File: src/rtl/rv32i_inst_encoder_if.sv
// Field-bundle handshake and instruction-memory write port of the RV32I encoder.
// The master side supplies instruction fields; the slave side is the encoder.
interface rv32i_inst_encoder_if #(
  parameter int ADDR_W = 12,
  parameter int CNT_W  = 16
);
  logic              LoadBase;
  logic [ADDR_W-1:0] BaseAddr;
  logic              InValid;
  logic              InReady;
  logic [3:0]        InClass;
  logic [2:0]        InFn3;
  logic              InAlt;
  logic [4:0]        InRd;
  logic [4:0]        InRs1;
  logic [4:0]        InRs2;
  logic [31:0]       InImm;
  logic [ADDR_W-1:0] ImemWrAddr;
  logic [31:0]       ImemWrData;
  logic [3:0]        ImemWrEn;
  logic              EncErr;
  logic [CNT_W-1:0]  WordCnt;

  modport master (
    output LoadBase, BaseAddr, InValid, InClass, InFn3, InAlt, InRd, InRs1, InRs2, InImm,
    input  InReady, ImemWrAddr, ImemWrData, ImemWrEn, EncErr, WordCnt
  );

  modport slave (
    input  LoadBase, BaseAddr, InValid, InClass, InFn3, InAlt, InRd, InRs1, InRs2, InImm,
    output InReady, ImemWrAddr, ImemWrData, ImemWrEn, EncErr, WordCnt
  );
endinterface

File: src/rtl/rv32i_inst_encoder.sv
// Encodes RV32I field bundles into 32-bit words, range-checks them, and writes
// legal words into instruction memory at a self-incrementing byte address.
module rv32i_inst_encoder #(
  parameter int ADDR_W = 12,
  parameter int CNT_W  = 16
) (
  input  logic                 CPU_CLK,
  input  logic                 CPU_RST,
  rv32i_inst_encoder_if.slave  bus
);

  localparam logic [1:0] S_IDLE  = 2'd0;
  localparam logic [1:0] S_ENC   = 2'd1;
  localparam logic [1:0] S_WRITE = 2'd2;

  localparam logic [6:0] OP_R      = 7'b0110011;
  localparam logic [6:0] OP_IMM    = 7'b0010011;
  localparam logic [6:0] OP_LOAD   = 7'b0000011;
  localparam logic [6:0] OP_STORE  = 7'b0100011;
  localparam logic [6:0] OP_BRANCH = 7'b1100011;
  localparam logic [6:0] OP_LUI    = 7'b0110111;
  localparam logic [6:0] OP_AUIPC  = 7'b0010111;
  localparam logic [6:0] OP_JAL    = 7'b1101111;
  localparam logic [6:0] OP_JALR   = 7'b1100111;

  logic [1:0]        r_state;
  logic [3:0]        r_cls;
  logic [2:0]        r_fn3;
  logic              r_alt;
  logic [4:0]        r_rd;
  logic [4:0]        r_rs1;
  logic [4:0]        r_rs2;
  logic [31:0]       r_imm;
  logic [ADDR_W-1:0] r_ptr;
  logic [31:0]       r_data;
  logic [CNT_W-1:0]  r_cnt;

  logic [6:0]  w_fn7;
  logic [31:0] w_word;
  logic        w_imm_ok;
  logic        w_fn3_ok;
  logic        w_legal;
  logic        w_s11;
  logic        w_s12;
  logic        w_s20;
  logic        w_unused_base;

  // Sign-run checks: bits from the top down to the field's sign bit must all match.
  assign w_s11 = (&r_imm[31:11]) | ~(|r_imm[31:11]);
  assign w_s12 = (&r_imm[31:12]) | ~(|r_imm[31:12]);
  assign w_s20 = (&r_imm[31:20]) | ~(|r_imm[31:20]);
  assign w_fn7 = r_alt ? 7'b0100000 : 7'b0000000;

  always_comb begin
    // NOTE: every output of this block gets a default first so no latch is inferred.
    w_word   = '0;
    w_imm_ok = 1'b0;
    w_fn3_ok = 1'b0;
    case (r_cls)
      4'd0: begin
        w_word   = {w_fn7, r_rs2, r_rs1, r_fn3, r_rd, OP_R};
        w_imm_ok = 1'b1;
        w_fn3_ok = !r_alt || (r_fn3 == 3'b000) || (r_fn3 == 3'b101);
      end
      4'd1: begin
        w_word   = {r_imm[11:0], r_rs1, r_fn3, r_rd, OP_IMM};
        w_imm_ok = w_s11;
        w_fn3_ok = (r_fn3 != 3'b001) && (r_fn3 != 3'b101);
      end
      4'd2: begin
        w_word   = {w_fn7, r_imm[4:0], r_rs1, r_fn3, r_rd, OP_IMM};
        w_imm_ok = ~(|r_imm[31:5]);
        w_fn3_ok = (r_fn3 == 3'b101) || ((r_fn3 == 3'b001) && !r_alt);
      end
      4'd3: begin
        w_word   = {r_imm[11:0], r_rs1, r_fn3, r_rd, OP_LOAD};
        w_imm_ok = w_s11;
        w_fn3_ok = (r_fn3 != 3'b011) && (r_fn3 != 3'b110) && (r_fn3 != 3'b111);
      end
      4'd4: begin
        w_word   = {r_imm[11:5], r_rs2, r_rs1, r_fn3, r_imm[4:0], OP_STORE};
        w_imm_ok = w_s11;
        w_fn3_ok = (r_fn3 <= 3'b010);
      end
      4'd5: begin
        w_word   = {r_imm[12], r_imm[10:5], r_rs2, r_rs1, r_fn3, r_imm[4:1], r_imm[11], OP_BRANCH};
        w_imm_ok = !r_imm[0] && w_s12;
        w_fn3_ok = (r_fn3 != 3'b010) && (r_fn3 != 3'b011);
      end
      4'd6: begin
        w_word   = {r_imm[31:12], r_rd, OP_LUI};
        w_imm_ok = ~(|r_imm[11:0]);
        w_fn3_ok = 1'b1;
      end
      4'd7: begin
        w_word   = {r_imm[31:12], r_rd, OP_AUIPC};
        w_imm_ok = ~(|r_imm[11:0]);
        w_fn3_ok = 1'b1;
      end
      4'd8: begin
        w_word   = {r_imm[20], r_imm[10:1], r_imm[11], r_imm[19:12], r_rd, OP_JAL};
        w_imm_ok = !r_imm[0] && w_s20;
        w_fn3_ok = 1'b1;
      end
      4'd9: begin
        w_word   = {r_imm[11:0], r_rs1, 3'b000, r_rd, OP_JALR};
        w_imm_ok = w_s11;
        w_fn3_ok = 1'b1;
      end
      default: begin
        w_word   = '0;
        w_imm_ok = 1'b0;
        w_fn3_ok = 1'b0;
      end
    endcase
  end

  assign w_legal = w_imm_ok && w_fn3_ok;

  // NOTE: sequential state uses non-blocking assignments only, with an asynchronous reset.
  always_ff @(posedge CPU_CLK or posedge CPU_RST) begin
    if (CPU_RST) begin
      r_state <= S_IDLE;
      r_cls   <= '0;
      r_fn3   <= '0;
      r_alt   <= 1'b0;
      r_rd    <= '0;
      r_rs1   <= '0;
      r_rs2   <= '0;
      r_imm   <= '0;
      r_ptr   <= '0;
      r_data  <= '0;
      r_cnt   <= '0;
    end else begin
      case (r_state)
        S_IDLE: begin
          if (bus.LoadBase) r_ptr <= {bus.BaseAddr[ADDR_W-1:2], 2'b00};
          if (bus.InValid) begin
            r_cls   <= bus.InClass;
            r_fn3   <= bus.InFn3;
            r_alt   <= bus.InAlt;
            r_rd    <= bus.InRd;
            r_rs1   <= bus.InRs1;
            r_rs2   <= bus.InRs2;
            r_imm   <= bus.InImm;
            r_state <= S_ENC;
          end
        end
        S_ENC: begin
          r_data  <= w_word;
          r_state <= w_legal ? S_WRITE : S_IDLE;
        end
        S_WRITE: begin
          r_ptr   <= r_ptr + ADDR_W'(4);
          r_cnt   <= (&r_cnt) ? r_cnt : r_cnt + CNT_W'(1);
          r_state <= S_IDLE;
        end
        default: r_state <= S_IDLE;
      endcase
    end
  end

  // Outputs decode straight from the state so reset drops the write enable at once.
  assign bus.InReady    = (r_state == S_IDLE);
  assign bus.ImemWrEn   = (r_state == S_WRITE) ? 4'b1111 : 4'b0000;
  assign bus.EncErr     = (r_state == S_ENC) && !w_legal;
  assign bus.ImemWrAddr = r_ptr;
  assign bus.ImemWrData = r_data;
  assign bus.WordCnt    = r_cnt;

  assign w_unused_base = ^bus.BaseAddr[1:0];

endmodule

File: src/flat_wrapper.sv
// flat-port wrapper written by rule: the top's interface ports become plain ports
module rv32i_inst_encoder_flat 
#(
  parameter int ADDR_W = 12,
  parameter int CNT_W  = 16
)
  (CPU_CLK, CPU_RST, bus_LoadBase, bus_BaseAddr, bus_InValid, bus_InClass, bus_InFn3, bus_InAlt, bus_InRd, bus_InRs1, bus_InRs2, bus_InImm, bus_InReady, bus_ImemWrAddr, bus_ImemWrData, bus_ImemWrEn, bus_EncErr, bus_WordCnt);
  rv32i_inst_encoder_if #(.ADDR_W(ADDR_W), .CNT_W(CNT_W)) bus_i ();
  input  logic CPU_CLK;
  input  logic CPU_RST;
  input wire logic [$bits(bus_i.LoadBase)-1:0] bus_LoadBase;
  input wire logic [$bits(bus_i.BaseAddr)-1:0] bus_BaseAddr;
  input wire logic [$bits(bus_i.InValid)-1:0] bus_InValid;
  input wire logic [$bits(bus_i.InClass)-1:0] bus_InClass;
  input wire logic [$bits(bus_i.InFn3)-1:0] bus_InFn3;
  input wire logic [$bits(bus_i.InAlt)-1:0] bus_InAlt;
  input wire logic [$bits(bus_i.InRd)-1:0] bus_InRd;
  input wire logic [$bits(bus_i.InRs1)-1:0] bus_InRs1;
  input wire logic [$bits(bus_i.InRs2)-1:0] bus_InRs2;
  input wire logic [$bits(bus_i.InImm)-1:0] bus_InImm;
  output wire logic [$bits(bus_i.InReady)-1:0] bus_InReady;
  output wire logic [$bits(bus_i.ImemWrAddr)-1:0] bus_ImemWrAddr;
  output wire logic [$bits(bus_i.ImemWrData)-1:0] bus_ImemWrData;
  output wire logic [$bits(bus_i.ImemWrEn)-1:0] bus_ImemWrEn;
  output wire logic [$bits(bus_i.EncErr)-1:0] bus_EncErr;
  output wire logic [$bits(bus_i.WordCnt)-1:0] bus_WordCnt;
  assign bus_i.LoadBase = bus_LoadBase;
  assign bus_i.BaseAddr = bus_BaseAddr;
  assign bus_i.InValid = bus_InValid;
  assign bus_i.InClass = bus_InClass;
  assign bus_i.InFn3 = bus_InFn3;
  assign bus_i.InAlt = bus_InAlt;
  assign bus_i.InRd = bus_InRd;
  assign bus_i.InRs1 = bus_InRs1;
  assign bus_i.InRs2 = bus_InRs2;
  assign bus_i.InImm = bus_InImm;
  assign bus_InReady = bus_i.InReady;
  assign bus_ImemWrAddr = bus_i.ImemWrAddr;
  assign bus_ImemWrData = bus_i.ImemWrData;
  assign bus_ImemWrEn = bus_i.ImemWrEn;
  assign bus_EncErr = bus_i.EncErr;
  assign bus_WordCnt = bus_i.WordCnt;
  rv32i_inst_encoder #(.ADDR_W(ADDR_W), .CNT_W(CNT_W)) u_core (.CPU_CLK(CPU_CLK), .CPU_RST(CPU_RST), .bus(bus_i));
endmodule
File: config.mk
export PLATFORM = sky130hd
export DESIGN_NAME = rv32i_inst_encoder_flat
export DESIGN_NICKNAME = d
export VERILOG_FILES = /design/src/rtl/rv32i_inst_encoder_if.sv /design/src/rtl/rv32i_inst_encoder.sv /design/src/flat_wrapper.sv
export SDC_FILE = /design/constraint.sdc
export NUM_CORES = 1
export LEC_CHECK = 0
export CORE_ASPECT_RATIO = 0.9
export CORE_MARGIN = 5
export CORE_UTILIZATION = 30
export DETAILED_ROUTE_END_ITERATION = 6
export PLACE_DENSITY = 0.52
export SLEW_MARGIN = 20
export SYNTH_ARGS = -nofsm -noshare
export SYNTH_HDL_FRONTEND = slang
export SYNTH_SLANG_ARGS = --single-unit
File: constraint.sdc
create_clock -name CPU_CLK -period 4.72 [get_ports CPU_CLK]
set_clock_uncertainty 0.2 [all_clocks]
set_input_delay 0.708 -clock CPU_CLK [delete_from_list [all_inputs] [get_ports CPU_CLK]]
set_output_delay 0.708 -clock CPU_CLK [all_outputs]
set_load 0.01 [all_outputs]
; Yosys cells after proc, flatten, opt, wreduce, memory -nomap -nowiden
; Index checks and enable logic that the tools add are counted.
[classes]
n_addsub = 2
order_cmp = 1
n_eq_ne = 21
muxes = 10
bitwise_logic = 9
n_reduce_logical = 34
[op_table]
columns = op, count
row1 = 32-bit one-hot mux with 10 select lines, 1
row2 = 27-bit OR reduction, 1
row3 = 12-bit one-hot mux with 2 select lines, 1
row4 = 12-bit OR reduction, 2
row5 = 21-bit AND reduction, 1
row6 = 21-bit OR reduction, 1
row7 = 20-bit AND reduction, 1
row8 = 20-bit OR reduction, 1
row9 = 16-bit by 1-bit adder with 16-bit output (second input constant), 1
row10 = 4-bit by 3-bit == test with 1-bit output (second input constant), 4
row11 = 16-bit AND reduction, 1
row12 = 12-bit by 3-bit adder with 12-bit output (second input constant), 1
row13 = 12-bit two-way mux, 1
row14 = 12-bit AND reduction, 1
row15 = 1-bit logical AND, 9
row16 = 3-bit != test (second input constant), 3
row17 = 4-bit by 2-bit == test with 1-bit output (second input constant), 2
row18 = 4-bit == test (second input constant), 2
row19 = 4-bit OR reduction, 2
row20 = 1-bit one-hot mux with 7 select lines, 1
row21 = 6-bit two-way mux, 1
row22 = 3-bit by 2-bit != test with 1-bit output (second input constant), 2
row23 = 1-bit inverter, 6
row24 = 1-bit one-hot mux with 6 select lines, 1
row25 = other kinds (20), 30
[totals]
regBits = 117
inputBits = 71
out_inout_bits = 66
elab_cells = 88

; Logic depth before layout (Yosys ltp)
[depth]
ltp_word = 8
ltp_mapped = 9
depth_no_buf = 7

; Worst setup path before layout
; OpenSTA, ideal clock, no wires.
[synth_path]
path_type = reg2out
startpoint = register u_core.r_imm[6]
endpoint = output bus_EncErr
arrival_time_ns = 1.625
t_required_ns = 3.812
setup_slack_ns = 2.187
path_stages_with_launch = 7
n_path_buf = 0
path_cell_list = dfrtp_1 -> or4_1 -> nor3_2 -> nand4b_1 -> a211oi_2 -> o32ai_1 -> nor2b_1
[synth_between]
elab_chain_len = 6
elab_cells_between_ends = 8
cone_classes = 1 x mux / 2 x bitwise / 5 x reduce/logical
[synth_rtl]
columns = item, line_no
row1 = from (decl), rv32i_inst_encoder.sv:33  ; logic [31:0] r_imm;
row2 = from (signal assigned), rv32i_inst_encoder.sv:145  ; r_imm <= bus.InImm;
row3 = 27-bit OR reduction or 12-bit OR reduction (tied branches), "rv32i_inst_encoder.sv:72, rv32i_inst_encoder.sv:92, rv32i_inst_encoder.sv:97"
row4 = "1-bit inverter, on equally long branches", "rv32i_inst_encoder.sv:72, rv32i_inst_encoder.sv:92, rv32i_inst_encoder.sv:97"
row5 = 1-bit one-hot mux with 6 select lines (*), rv32i_inst_encoder.sv:59  ; case (r_cls)
row6 = 1-bit logical AND (*), rv32i_inst_encoder.sv:118  ; assign w_legal = w_imm_ok && w_fn3_ok;
row7 = 1-bit zero test (*), rv32i_inst_encoder.sv:166  ; assign bus.EncErr = (r_state == S_ENC) && !w_legal;
row8 = 1-bit logical AND (*), rv32i_inst_encoder.sv:166
row9 = to (decl), flat_wrapper.sv:25  ; output wire logic [$bits(bus_i.EncErr)-1:0] bus_EncErr;
; Every way passes the cells marked *; elsewhere a longest branch is shown, timed or not.

; Final worst setup path
[layout_path]
startpoint = register u_core.r_cls[2]
endpoint = output bus_EncErr
[layout_between]
elab_chain_len = 6
elab_cells_between_ends = 18
cone_classes = 9 x eq/ne / 2 x mux / 7 x reduce/logical
[layout_rtl]
columns = item, line_no
row1 = from (decl), rv32i_inst_encoder.sv:27  ; logic [3:0] r_cls;
row2 = from (signal assigned), rv32i_inst_encoder.sv:139  ; r_cls <= bus.InClass;
row3 = 4-bit by 3-bit == test with 1-bit output (tied with other cells), rv32i_inst_encoder.sv:59
row4 = 4-bit OR reduction (no source line) or 2-bit OR reduction (tied branches), --
row5 = 1-bit one-hot mux with 7 select lines or 1-bit one-hot mux with 6 select lines (tied branches), rv32i_inst_encoder.sv:59
row6 = 1-bit logical AND (*), rv32i_inst_encoder.sv:118
row7 = 1-bit zero test (*), rv32i_inst_encoder.sv:166
row8 = 1-bit logical AND (*), rv32i_inst_encoder.sv:166
; Marked as above.

==> run_results.csv <==
group,metric,value,unit
status,run_status,"finished clean",
detailed_routing,drt_iter0_markers,214,
sta,slew_viol_final,0,
critical_path,rr_worst_depth,6,
sta,max-slew-margin-rel,40.2,%
sta,final.period_utilization,90.4,%
power_and_ir_drop,share_clk_of_total_power,36.5,%
critical_path,crit-reg2reg-launch,"u_core.r_cls[2]",
clocking,tritoncts,"built",
cells_and_area,n_fill_cell,1811,
yosys,postSynthRegisterBits,114,
sta,final_report_setup_violation_count,0,
power_and_ir_drop,max-vdd-ir-drop,0.211,mV
run,timing.max_cap.violations,0,
placed_design,final_weighted_congestion_in_routability_driven_placement,0.851,
cells_and_area,layout_common_cells,"132 x sky130_fd_sc_hd__clkdlybuf4s50_1, 114 x sky130_fd_sc_hd__dfrtp_1, 61 x sky130_fd_sc_hd__nand2_1, 54 x sky130_fd_sc_hd__mux2_2",
power_and_ir_drop,switching_share,30.8,%
clocking,cts_setup_buffers,0,
clocking,cts_repair_resize_count,0,
critical_path,timing.rr.end,"u_core.bus.ImemWrData[25]",
sta,finalHoldViolCount,0,
floorplanning,initial_utilization,30.5,%
yosys,post_synthesis_area_per_instance,10.3,um^2
cells_and_area,post-route-util,41.8,%
placed_design,detailedPlacementHpwl,11500,um
power_and_ir_drop,pwr-share-comb,24.2,%
sta,layout_min_cycle_time,4.27,ns
detailed_routing,drt_pass1_iterations,5,
yosys,yosys_warnings,0,
cells_and_area,final_nets,739,
hold_path,hp-class,"flip-flop to flip-flop",
critical_path,worst-path-buf-inv,1,
yosys,synthesis.instances,547,
floorplanning,floorplan.die.height,140,um
floorplanning,num_io_pins,137,
clocking,cts_htree_levels,4,
yosys,yosysUniqueCellTypes,57,
clocking,clk_latency,0.41,ns
cells_and_area,flow.area_growth_from_synthesis,37.0,%
power_and_ir_drop,power_density,453,mW/mm^2
clocking,clkTransAtPathRegs,0.06,ns
critical_path,worst_path_max_delay_cell,"sky130_fd_sc_hd__dfrtp_1",
yosys,netlist_area_before_placement,0.00562,mm^2
sta,grt_setup_unrepaired,"false",
floorplanning,floorplan.die_area,0.0216,mm^2
critical_path,critical_path_depth,7,
clocking,clock-root-buffer,"sky130_fd_sc_hd__clkbuf_16",
grt,wire_length_of_the_first_global_routing_pass,25500,um
sta,tightestPinTransition,0.898,ns
cells_and_area,drive_above_1_share,15.3,%
sta,final.setup.tns,0,ns
critical_path,crit_path_max_incr_delay,0.80,ns
power_and_ir_drop,sequentialPowerShare,39.3,%
yosys,yosys_most_used_dff,"sky130_fd_sc_hd__dfrtp_1",
yosys,edff_count_synth,0,
critical_path,setup.worst_path.start,"u_core.r_cls[2]",
critical_path,critical_path.cell_chain,"nand2b_1 > nor2_1 > a211oi_2 > a211oi_2 > o32ai_1 > nor2b_1 > clkdlybuf4s50_1",
floorplanning,floorplan.rows,47,
grt,grtUsageTotal,14.7,%
yosys,proportion_of_synthesized_chip_area_in_sequential_cells,50.8,%
critical_path,setup.worst_path.start_class,"flip-flop",
detailed_routing,total_via_count_after_detailed_routing,4681,
critical_path,critPathMaxFanout,25,
power_and_ir_drop,internal_cell_power,2.41,mW
critical_path,category_of_cells_accounting_for_the_largest_share_of_critical_path_delay,"compound AO/OA/AOI/OAI gates",
critical_path,critPathCapture,"bus_EncErr",
critical_path,path_class,"flip-flop to primary output",
detailed_routing,drcViolationCount,0,
critical_path,timing.critical_path.mode_cell,"sky130_fd_sc_hd__a211oi_2",
grt,grt_max_degree,70,
power_and_ir_drop,power.switching,1.07,mW
cells_and_area,n_antenna_cell,0,
detailed_routing,drt-total-wl,15800,um
critical_path,arrival,3.36,ns
floorplanning,die_width,154,um
grt,overflow,0,
sta,max_freq,234,MHz
placed_design,io_buffer_count,132,
floorplanning,floorplan.core_area,0.0184,mm^2
power_and_ir_drop,static-leakage-power,3.11,nW
yosys,synthArstFlopShare,100,%
clocking,postCtsHoldBufs,0,
critical_path,end_kind,"primary output",
cells_and_area,final_common_cell,"sky130_fd_sc_hd__clkdlybuf4s50_1",
detailed_routing,drt-wirelength-per-cell,17.1,um
clocking,tritoncts_num_sinks,114,
critical_path,worst-r2r-setup-slack,2.03,ns
detailed_routing,drt.antenna.violating_nets,0,
clocking,tritoncts_buffer_count,17,
grt,number_of_antenna_violations_at_the_first_check_in_global_routing,0,
clocking,clk_path_buf_depth,2,
detailed_routing,avgViaCountPerCell,5.07,
critical_path,critPathRequiredTime,3.81,ns
grt,vias_in_the_first_global_route,4826,
-- routing by layer --
metal / GRT usage [%] / wire, um
met1: 19.5 / 7220
met2: 23.4 / 7410
met3: 4.87 / 998
met4: 3.76 / 184
met5: 0 / 0
-- flip-flops by register name, summed over array words and instances (netlist names) --
register               cells
u_core.r_rd                5
u_core.r_state             2
u_core.bus.WordCnt        16
u_core.r_rs2               5
u_core.r_fn3               3
u_core.r_cls               4
u_core.r_imm              32
u_core.bus.ImemWrData     31
u_core.r_rs1               5
u_core.bus.ImemWrAddr     10
u_core.r_alt               1
-- cell type report --
cell class | instances | area [um^2] | share of cell area (%)
sequential | 114 | 2850 | 37.0
timing repair buffer | 139 | 1390 | 18.0
clock buffer | 18 | 439 | 5.70
tap | 245 | 307 | 3.98
multi-input combinational | 386 | 2530 | 32.8
inverter | 8 | 32.5 | 0.422
clock inverter | 14 | 158 | 2.05
-- per-stage QoR --
step	setup WS [ns]	power, mW	cells	instance area, um^2	hold WS, ns
floorplan	0.796	1.81	548	5620	0.273
global placement	0.938	2.22	892	7110	0.267
detailed placement	0.918	2.24	892	7110	0.277
CTS	0.467	3.53	924	7700	0.289
global route	0.204	3.69	924	7700	0.304
finish	0.451	3.49	924	7700	0.278
-- power by group through the flow --
| stage | combinational [mW] | sequential [mW] | clock, mW |
|---|---|---|---|
| after floorplan | 0.465 | 1.34 | 0 |
| final | 0.843 | 1.37 | 1.27 |
| after global placement | 0.836 | 1.38 | 0 |
| after CTS | 0.854 | 1.37 | 1.31 |
| after global routing | 0.930 | 1.40 | 1.36 |
| after detailed placement | 0.851 | 1.39 | 0 |
-- worst min path at each step --
stage	cells after the start	endpoint	from
CTS	2	u_core.bus.ImemWrData[30]	u_core.bus.ImemWrData[30]
global route	2	u_core.bus.ImemWrData[30]	u_core.bus.ImemWrData[30]
floorplan	1	u_core.r_rs2[4]	u_core.r_rs2[4]
global placement	2	u_core.bus.ImemWrData[7]	u_core.bus.ImemWrData[7]
finish	2	u_core.bus.ImemWrData[29]	u_core.bus.ImemWrData[29]
detailed placement	2	u_core.bus.ImemWrData[5]	u_core.bus.ImemWrData[5]
-- worst min-delay path, stage by stage, from the launching register on --
cell and delay [ns]:
sky130_fd_sc_hd__dfrtp_1 0.34, sky130_fd_sc_hd__nand2_1 0.05, sky130_fd_sc_hd__o21ai_0 0.06
-- cell families after synthesis --
group	after synthesis	synth area share, %
buffers and inverters	48	4.41
XOR/XNOR	13	2.03
flip-flops	114	50.8
multiplexers	54	10.8
other	1	0.0667
AO/OA/AOI/OAI	142	16.6
adder cells (fa/ha/maj)	2	0.445
AND/OR/NAND/NOR	173	14.9
-- synthesized netlist by cell type, types with 8 or more instances --
library cell / instances / share of area, %
sky130_fd_sc_hd__mux2_2: 54 / 11
sky130_fd_sc_hd__o21ai_0: 33 / 2.9
sky130_fd_sc_hd__and3_1: 8 / 0.89
sky130_fd_sc_hd__nor2_1: 38 / 2.5
sky130_fd_sc_hd__dfrtp_1: 114 / 51
sky130_fd_sc_hd__buf_2: 15 / 1.3
sky130_fd_sc_hd__a22oi_1: 17 / 2.3
sky130_fd_sc_hd__nor2b_1: 16 / 1.8
sky130_fd_sc_hd__buf_4: 11 / 1.5
sky130_fd_sc_hd__a21oi_1: 38 / 3.4
sky130_fd_sc_hd__nand3_1: 8 / 0.71
sky130_fd_sc_hd__nand2_1: 61 / 4.1
sky130_fd_sc_hd__clkbuf_1: 12 / 0.80
sky130_fd_sc_hd__xnor2_1: 9 / 1.4
No activity file was read; power rests on OpenSTA's default activity.
